$ cat src/rtl/cmp2_pkg.sv
// cmp2_pkg: shared definitions for the two's-complement decoder.
//   - state_e     : decoder FSM states
//   - DefW / DefD : default word width and BCD digit count
//   - req_digits  : smallest digit count D with 10^D > 2^(w-1)
package cmp2_pkg;

    localparam int unsigned DefW = 9;
    localparam int unsigned DefD = 3;

    typedef enum logic [1:0] {
        StIdle,
        StNeg,
        StBcd,
        StDone
    } state_e;

    // Largest magnitude of a w-bit two's-complement word is 2^(w-1), so the
    // digit count must cover that value exactly.
    function automatic int unsigned req_digits(input int unsigned w);
        longint unsigned lim;
        longint unsigned p;
        int unsigned     d;
        lim = 64'd1 << (w - 1);
        p   = 64'd1;
        d   = 0;
        while (p <= lim) begin
            p = p * 64'd10;
            d = d + 1;
        end
        return d;
    endfunction

endpackage

$ cat src/rtl/bcd_adj4.sv
// bcd_adj4: combinational double-dabble digit correction.
//   din  : one BCD digit before the shift
//   dout : din + 3 when din >= 5, otherwise din unchanged
module bcd_adj4 (
    input  logic [3:0] din,
    output logic [3:0] dout
);

    always_comb begin
        dout = din;
        if (din >= 4'd5) begin
            dout = din + 4'd3;
        end
    end

endmodule

$ cat src/rtl/cmp2_dec.sv
// cmp2_dec: two's-complement word decoder.
// Accepts a signed word, recovers sign and magnitude with a bit-serial
// complement (LSB first: copy up to the first 1, invert the rest), then
// converts the magnitude to packed BCD with serial double-dabble.
//   clk, rst_n           : clock, asynchronous active-low reset
//   in, in_valid         : input word and its valid
//   in_ready             : high only while idle
//   sign, mag, bcd       : registered result, held until the next result
//   out_valid, out_ready : result handshake
// Latency from the accept edge: W+1 cycles for positive words, 2W+1 for
// negative ones.
module cmp2_dec
    import cmp2_pkg::*;
#(
    parameter int unsigned W = DefW,
    parameter int unsigned D = DefD
) (
    input  logic           clk,
    input  logic           rst_n,
    input  logic [W-1:0]   in,
    input  logic           in_valid,
    output logic           in_ready,
    output logic           sign,
    output logic [W-1:0]   mag,
    output logic [4*D-1:0] bcd,
    output logic           out_valid,
    input  logic           out_ready
);

    localparam int unsigned CntW = (W > 1) ? $clog2(W) : 1;
    localparam logic [CntW-1:0] CntLast = CntW'(W - 1);

    generate
        if (W < 2) begin : g_bad_w
            $fatal(1, "cmp2_dec: W=%0d must be at least 2", W);
        end
        if (D < req_digits(W)) begin : g_bad_d
            $fatal(1, "cmp2_dec: D=%0d too small for W=%0d (need %0d)", D, W,
                   req_digits(W));
        end
    endgenerate

    state_e          state_q;
    logic [CntW-1:0] cnt_q;
    logic [W-1:0]    sh_q;       // input word, consumed LSB first in StNeg
    logic            seen_q;     // a 1 has already passed in the complement
    logic [W-1:0]    bin_q;      // binary half of the double-dabble register
    logic [W-1:0]    mag_w_q;    // working magnitude, survives the BCD shifts
    logic [4*D-1:0]  dd_bcd_q;   // BCD half of the double-dabble register
    logic            sign_w_q;
    logic            in_ready_q;
    logic            sign_q;
    logic [W-1:0]    mag_q;
    logic [4*D-1:0]  bcd_q;
    logic            out_valid_q;

    logic               neg_bit;
    logic [4*D-1:0]     dig_adj;
    logic [4*D+W-1:0]   dd_shift;

    // Complement bit for the current LSB.
    assign neg_bit = seen_q ? ~sh_q[0] : sh_q[0];

    for (genvar i = 0; i < D; i++) begin : g_adj
        bcd_adj4 u_adj (
            .din  (dd_bcd_q[4*i +: 4]),
            .dout (dig_adj[4*i +: 4])
        );
    end

    // One double-dabble step: corrected digits and binary shifted left as one.
    always_comb begin
        dd_shift = {dig_adj, bin_q} << 1;
    end

    always_ff @(posedge clk or negedge rst_n) begin
        if (!rst_n) begin
            state_q     <= StIdle;
            cnt_q       <= '0;
            sh_q        <= '0;
            seen_q      <= 1'b0;
            bin_q       <= '0;
            mag_w_q     <= '0;
            dd_bcd_q    <= '0;
            sign_w_q    <= 1'b0;
            in_ready_q  <= 1'b0;
            sign_q      <= 1'b0;
            mag_q       <= '0;
            bcd_q       <= '0;
            out_valid_q <= 1'b0;
        end else begin
            unique case (state_q)
                StIdle: begin
                    if (in_valid && in_ready_q) begin
                        sh_q       <= in;
                        seen_q     <= 1'b0;
                        cnt_q      <= '0;
                        sign_w_q   <= in[W-1];
                        dd_bcd_q   <= '0;
                        in_ready_q <= 1'b0;
                        if (in[W-1]) begin
                            state_q <= StNeg;
                        end else begin
                            bin_q   <= in;
                            mag_w_q <= in;
                            state_q <= StBcd;
                        end
                    end else begin
                        in_ready_q <= 1'b1;
                    end
                end

                StNeg: begin
                    sh_q    <= sh_q >> 1;
                    seen_q  <= seen_q | sh_q[0];
                    // Result bits enter from the top so the LSB lands at bit 0.
                    bin_q   <= {neg_bit, bin_q[W-1:1]};
                    mag_w_q <= {neg_bit, mag_w_q[W-1:1]};
                    if (cnt_q == CntLast) begin
                        cnt_q   <= '0;
                        state_q <= StBcd;
                    end else begin
                        cnt_q <= cnt_q + CntW'(1);
                    end
                end

                StBcd: begin
                    dd_bcd_q <= dd_shift[4*D+W-1:W];
                    bin_q    <= dd_shift[W-1:0];
                    if (cnt_q == CntLast) begin
                        cnt_q   <= '0;
                        state_q <= StDone;
                    end else begin
                        cnt_q <= cnt_q + CntW'(1);
                    end
                end

                StDone: begin
                    // First cycle publishes the result; later cycles wait for
                    // the consumer.
                    if (!out_valid_q) begin
                        sign_q      <= sign_w_q;
                        mag_q       <= mag_w_q;
                        bcd_q       <= dd_bcd_q;
                        out_valid_q <= 1'b1;
                    end else if (out_ready) begin
                        out_valid_q <= 1'b0;
                        in_ready_q  <= 1'b1;
                        state_q     <= StIdle;
                    end
                end

                default: begin
                    state_q <= StIdle;
                end
            endcase
        end
    end

    assign in_ready  = in_ready_q;
    assign sign      = sign_q;
    assign mag       = mag_q;
    assign bcd       = bcd_q;
    assign out_valid = out_valid_q;

endmodule

$ cat config.mk
export PLATFORM = sky130hd
export DESIGN_NAME = cmp2_dec
export DESIGN_NICKNAME = d
export VERILOG_FILES = /design/src/rtl/cmp2_pkg.sv /design/src/rtl/bcd_adj4.sv /design/src/rtl/cmp2_dec.sv
export SDC_FILE = /design/constraint.sdc
export NUM_CORES = 1
export LEC_CHECK = 0
export BUFFER_PORTS_ARGS = -buffer_cell sky130_fd_sc_hd__buf_2
export CAP_MARGIN = 25
export CORE_ASPECT_RATIO = 0.6
export CORE_UTILIZATION = 50
export DETAILED_ROUTE_END_ITERATION = 12
export PLACE_DENSITY = 0.74
export SKIP_LAST_GASP = 1
export SYNTH_ARGS = -nofsm -noshare
export SYNTH_HDL_FRONTEND = slang
export SYNTH_SLANG_ARGS = --single-unit
$ cat constraint.sdc
create_clock -name clk -period 2.1 [get_ports clk]
set_input_delay 0.315 -clock clk [delete_from_list [all_inputs] [get_ports clk]]
set_output_delay 0.315 -clock clk [all_outputs]
set_load 0.01 [all_outputs]
# --- Word-level counts from Yosys, hierarchy flattened ---
# Index checks and enable logic that the tools add are counted.
classes:
  add_sub_neg: 4
  multipliers: 0
  n_div: 0
  n_lt_le_gt_ge: 3
  eq_ne: 10
  shift: 0
  n_mux: 30
  n_bitwise: 3
  reduce_logical: 17
op_table:
  columns: ["cell", "n"]
  rows:
  - ["$pmux W9 S2", 2]
  - ["$mux W9", 3]
  - ["$pmux W9 S3", 1]
  - ["$pmux W12 S2", 1]
  - ["$mux W4", 4]
  - ["$ge A4 B3 Y1 const B", 3]
  - ["$mux W12", 1]
  - ["$mux W2", 6]
  - ["$ne A2 B2 Y1 const B", 6]
  - ["$reduce_and A2 Y1", 5]
  - ["$reduce_and A3 Y1", 3]
  - ["$add A4 B2 Y4 const B", 2]
  - ["$pmux W2 S4", 1]
  - ["$pmux W4 S2", 1]
  - ["$reduce_bool A2 Y1", 4]
  - ["$mux W1", 7]
  - ["$reduce_and A5 Y1", 1]
  - ["$add A4 B1 Y4 const B", 1]
  - ["$eq A2 B2 Y1 const B", 2]
  - ["$eq A4 B4 Y1 const B", 1]
  - ["$pmux W1 S2", 2]
  - ["$add A3 B2 Y3 const B", 1]
  - ["$mux W3", 1]
  - ["$reduce_bool A3 Y1", 1]
  - ["6 further kinds", 7]
word_totals:
  register_bits: 71
  latchBits: 0
  ram_bits: 0
  rom_bits: 0
  output_inout_bits: 24
  wordCells: 80
  n_memories: 0

# --- Depth between registers and ports, before layout ---
depth:
  word_depth: 4
  ltp_mapped: 8
  mapped_depth_nobuf: 6

# --- Modules after synthesis ---
# Synthesis repeated with hierarchy kept, for this count alone.
hier_totals:
  cells_unflattened: 318
  hier_area_um2: 3553.4
modules_own_cells:
  columns: ["module", "n_inst", "cells_each", "area_per_inst_um2", "seq_area_each_um2"]
  rows:
  - ["cmp2_dec", 1, 270, 3249.4, 1776.7]
  - ["bcd_adj4", 3, 16, 101.3, 0.0]

# --- Worst setup path after synthesis ---
# No wires, ideal clock.
synth_path:
  kind: "register to register"
  startpoint: "register state_q[0]"
  endpoint: "register bin_q[2]"
  setup_ns: 0.125
  arrival_ns: 1.492
  t_required_ns: 1.975
  path_slack_ns: 0.483
  path_stages_with_launch: 8
  n_path_buf: 2
  period_less_slack_ns: 1.617
  path_cell_list: "dfrtp_1 inv_1 ha_1 buf_6 nand3_4 o22ai_2 buf_6 mux2_2"
synth_via:
  elab_chain_cells: 3
  word_cells_on_any_way: 8
  classes_between: "eq/ne: 4; mux: 1; reduce/logical: 3"
synth_lines:
  columns: ["item", "line_no", "text"]
  rows:
  - ["start, declared", "cmp2_dec.sv:43", "state_e state_q;"]
  - ["start signal, assigned", "cmp2_dec.sv:78", "state_q <= StIdle;"]
  - ["start signal, assigned", "cmp2_dec.sv:102", "state_q <= StNeg;"]
  - ["start signal, assigned", "cmp2_dec.sv:106", "state_q <= StBcd;"]
  - ["$eq A2 B2 Y1 (tied with other cells)", "cmp2_dec.sv:92", "unique case (state_q)"]
  - ["$reduce_bool A3 Y1 (no line) or $ne A2 B2 Y1 (tied branches)", null, null]
  - ["$reduce_and A3 Y1 (no line)", null, null]
  - ["end signal, assigned", "cmp2_dec.sv:104", "bin_q <= in;"]
  - ["end signal, assigned", "cmp2_dec.sv:117", "bin_q <= {neg_bit, bin_q[W-1:1]};"]
  - ["end signal, assigned", "cmp2_dec.sv:129", "bin_q <= dd_shift[W-1:0];"]
  - ["end, declared", "cmp2_dec.sv:47", "logic [W-1:0] bin_q;"]
# Parallel ways exist; a longest one is shown, timed or not.
# A chain may end at the register's enable or synchronous reset.

# --- Worst setup path in the final report ---
layout_path:
  startpoint: "register state_q[0]"
  endpoint: "register bin_q[1]"
# Same word-level chain as after synthesis.

==> run_results.csv <==
group,metric,value,unit
global_routing,grtUsageTotal,20.92,%
clock_tree,clkSlewWorstSetupHoldPaths,0.05,ns
power_and_ir_drop,p_int,4.352,mW
setup_path,crit_path_start_kind,"register",
place,dp_hpwl,4.984,mm
finish,layout.nets,403,
sta,rsz0062_at_grt,"no",
setup_path,cp-end-kind,"register",
global_routing,grt_pass1_wl,11.18,mm
global_routing,grt_max_degree,28,
synth,synth_compound_area_share,17.65,%
sta,final.setup.tns,0,ns
setup_path,regToRegStartpoint,"state_q[0]",
run_status,outcome,"finished clean",
floorplanning,fp.dieW,110.3,um
clock_tree,cts_setup_buffers,0,
synth,synth_top_family_by_area,"compound AO/OA/AOI/OAI gates",
floorplanning,core,6734,sq um
power_and_ir_drop,clockPowerShare,24.9,%
global_routing,overflow,0,
clock_tree,numCtsBuffers,9,
power_and_ir_drop,leakage,1.907,nW
sta,post-route-period-util,94.16,%
power_and_ir_drop,power.share.sequential,33.5,%
sta,min_period,1.977,ns
synth,muxShareOfSynthArea,9.075,%
power_and_ir_drop,p_total,6.960,mW
route,drt-initial-drc-count,136,
synth,ys_warn_count,0,
power_and_ir_drop,cellPowerDensity,1683,nW/um^2
synth,ys_seq_area_share,50.53,%
clock_tree,cts_tree,"built",
setup_path,cp.required,2.32,ns
global_routing,grt_pass1_vias,2251,
clock_tree,clkLatencyLatePin,0.34,ns
route,drcViolationCount,0,
sta,clock.fmax,505.7,MHz
floorplanning,ioPinCount,37,
clock_tree,cts_max_path_buffers,2,
finish,final_util,61.41,%
route,post_drt_via_cell_ratio,5.370,
finish,drive_above_1_share,24.93,%
setup_path,cp.arrival,2.19,ns
synth,synth.cell_area,3516,sq um
route,postRouteAntennaNets,0,
route,wirelength,6.919,mm
global_routing,antenna_found_initial,0,
setup_path,reg2reg_slack,0.12,ns
route,vias,2513,
worst_hold_path,whs_path_depth,3,
worst_hold_path,min_from,"in[0]",
synth,ys_types,43,
floorplanning,die_height,66.96,um
place,post-place-ws,0.08156,ns
synth,synth_simple_gate_area_share,11.21,%
synth,synth_ff_type,"dfrtp_1",
synth,syn_area_per_cell,10.46,sq um
sta,tightest_slew,0.5661,ns
synth,synth_edf_count,0,
synth,synth_cells,336,
setup_path,path_class,"register to register",
setup_path,r2r.worst_path.cells,5,
route,drt_pass1_iterations,4,
power_and_ir_drop,p_switching,2.609,mW
floorplanning,start_util,52.21,%
place,place.gp.congestion,0.7520,
sta,hold_viol_final,0,
flow_run,max-cap-violations,0,
synth,synth_fa_ha_area_share,4.982,%
place,numPortBuffers,36,
power_and_ir_drop,combPwrFrac,41.6,%
floorplanning,rows,23,
synth,synth-xor-area-share,1.246,%
setup_path,crit_fanout,10,
worst_hold_path,hp-class,"input port to register",
sta,setup-violations-final,0,
power_and_ir_drop,sw_frac_of_total,37.48,%
clock_tree,root_buffer,"clkbuf_16",
clock_tree,cts.sinks,71,
setup_path,reg2reg_to,"bin_q[1]",
sta,relSlewSlack,62.26,%
floorplanning,dieArea,7382,sq um
sta,finalWorstSetupSlack,0.1226,ns
synth,synthArstFlopShare,100.0,%
finish,syn_to_final_growth,17.62,%
finish,n_antenna_cell,0,
clock_tree,htree_levels,3,
worst_hold_path,holdPathEnd,"bin_q[0]",
route,wl_per_cell,14.78,um
sta,final_max_slew_viol_count,0,
finish,n_fill_cell,558,
synth,ys_ff_latch,71,
synth,syn_nets,363,
power_and_ir_drop,ir_drop,792.1,uV
sta,fin_skew,0.005408,ns
critical path, cell delays in order, from the launching register on:
cell	delay, ns
dfrtp_1	0.40
inv_1	0.14
ha_1	0.42
nand3_4	0.20
o22ai_4	0.32
mux2_2	0.38
power by group through the flow:
stage	Sequential [mW]	Clock, mW	Combinational [mW]
6_report	2.33	1.73	2.89
5_1_grt	2.41	1.82	3.24
4_1_cts	2.33	1.77	2.88
3_5_place_dp	2.35	0	2.87
3_3_place_gp	2.32	0	2.74
2_1_floorplan	2.33	0	2.23
synth_stat cells (all sizes together), types with 4 or more instances:
| master | count | area (sq um) |
|---|---|---|
| a21oi | 46 | 241.5 |
| a22oi | 7 | 52.55 |
| buf | 15 | 111.4 |
| dfrtp | 71 | 1777 |
| ha | 14 | 175.2 |
| inv | 18 | 67.56 |
| mux2 | 23 | 259.0 |
| mux2i | 6 | 60.06 |
| nand2 | 29 | 118.9 |
| nand2b | 5 | 38.78 |
| nand3 | 4 | 32.53 |
| nor2 | 31 | 118.9 |
| nor2b | 8 | 50.05 |
| o21ai | 30 | 165.2 |
repair_timing:
item	CTS	global route
hold endpoints to repair	20	0
endpoints found under the setup margin	0	8
hold buffers	1	0
gates resized for setup	0	1
layer usage:
| layer | track usage [%] | wire [um] | vias up |
|---|---|---|---|
| li1 | - | - | 1243 |
| met1 | 30.10 | 3700 | 1222 |
| met2 | 29.11 | 2928 | 42 |
| met3 | 7.632 | 253 | 6 |
| met4 | 5.921 | 37 | 0 |
| met5 | 0 | 0 | - |
layout make-up:
cell class / count / area, sq um / share of cell area, %
Clock buffer: 11 / 232.7 / 5.628
Clock inverter: 5 / 106.4 / 2.572
Inverter: 18 / 67.56 / 1.634
Multi-Input combinational cell: 230 / 1560 / 37.73
Sequential cell: 71 / 1777 / 42.97
Tap cell: 87 / 108.9 / 2.632
Timing Repair Buffer: 46 / 282.8 / 6.838
metrics by stage:
stage	hold WS [ns]	cell area, sq um	cells
finish	0.3113	4135	468
global route	0.3650	4135	468
CTS	0.3078	4128	468
detailed placement	0.3421	3779	451
global placement	0.3298	3779	451
floorplan	0.01941	3516	336
cell usage in the layout, fill, tap and decap left out, types with 2 or more instances in the layout:
cell type / Yosys / final
dfrtp_1: 71 / 71
nand2b_1: 4 / 4
xnor2_1: 3 / 3
bufinv_16: 0 / 3
a21oi_1: 43 / 43
nand3_1: 3 / 3
nand2_1: 27 / 27
mux2_2: 22 / 22
buf_12: 0 / 2
a22oi_1: 7 / 7
clkbuf_1: 2 / 2
clkbuf_16: 0 / 9
xor2_1: 2 / 2
a21oi_2: 3 / 3
ha_1: 14 / 14
inv_1: 18 / 18
buf_4: 2 / 7
nand3b_1: 2 / 2
nor2_1: 30 / 30
o31ai_1: 3 / 3
a32o_1: 3 / 3
a22o_1: 3 / 3
buf_2: 8 / 36
o21ai_0: 28 / 28
nor2b_1: 8 / 8
mux2i_1: 6 / 6
logic make-up (layout without fill, tap and decap cells):
logic type,after synthesis,count (layout)
buffers and inverters,35,80
AOI/OAI and AO/OA,100,100
muxes,29,29
xor gates and xnor gates,5,5
and+or+nand+nor,82,82
DFF,71,71
adders and majority gates,14,14
state kept, by name, summed over array words and instances (netlist names):
name       count
state_q        2
out_valid      1
bcd           12
sh_q           9
cnt_q          4
mag_w_q        9
seen_q         1
mag            9
dd_bcd_q      12
in_ready       1
sign           1
bin_q          9
sign_w_q       1
worst max-delay path by stage:
stage	start	endpoint	depth (start not counted)	slack [ns]
after floorplan	state_q[0]	bin_q[2]	7	0.48
after global placement	state_q[0]	bin_q[2]	5	0.15
after detailed placement	state_q[0]	bin_q[4]	5	0.08
after CTS	state_q[0]	bin_q[1]	5	0.06
after global routing	state_q[0]	bin_q[1]	5	0.02
final	state_q[0]	bin_q[1]	5	0.12
Power figures use the tool's default switching activity.
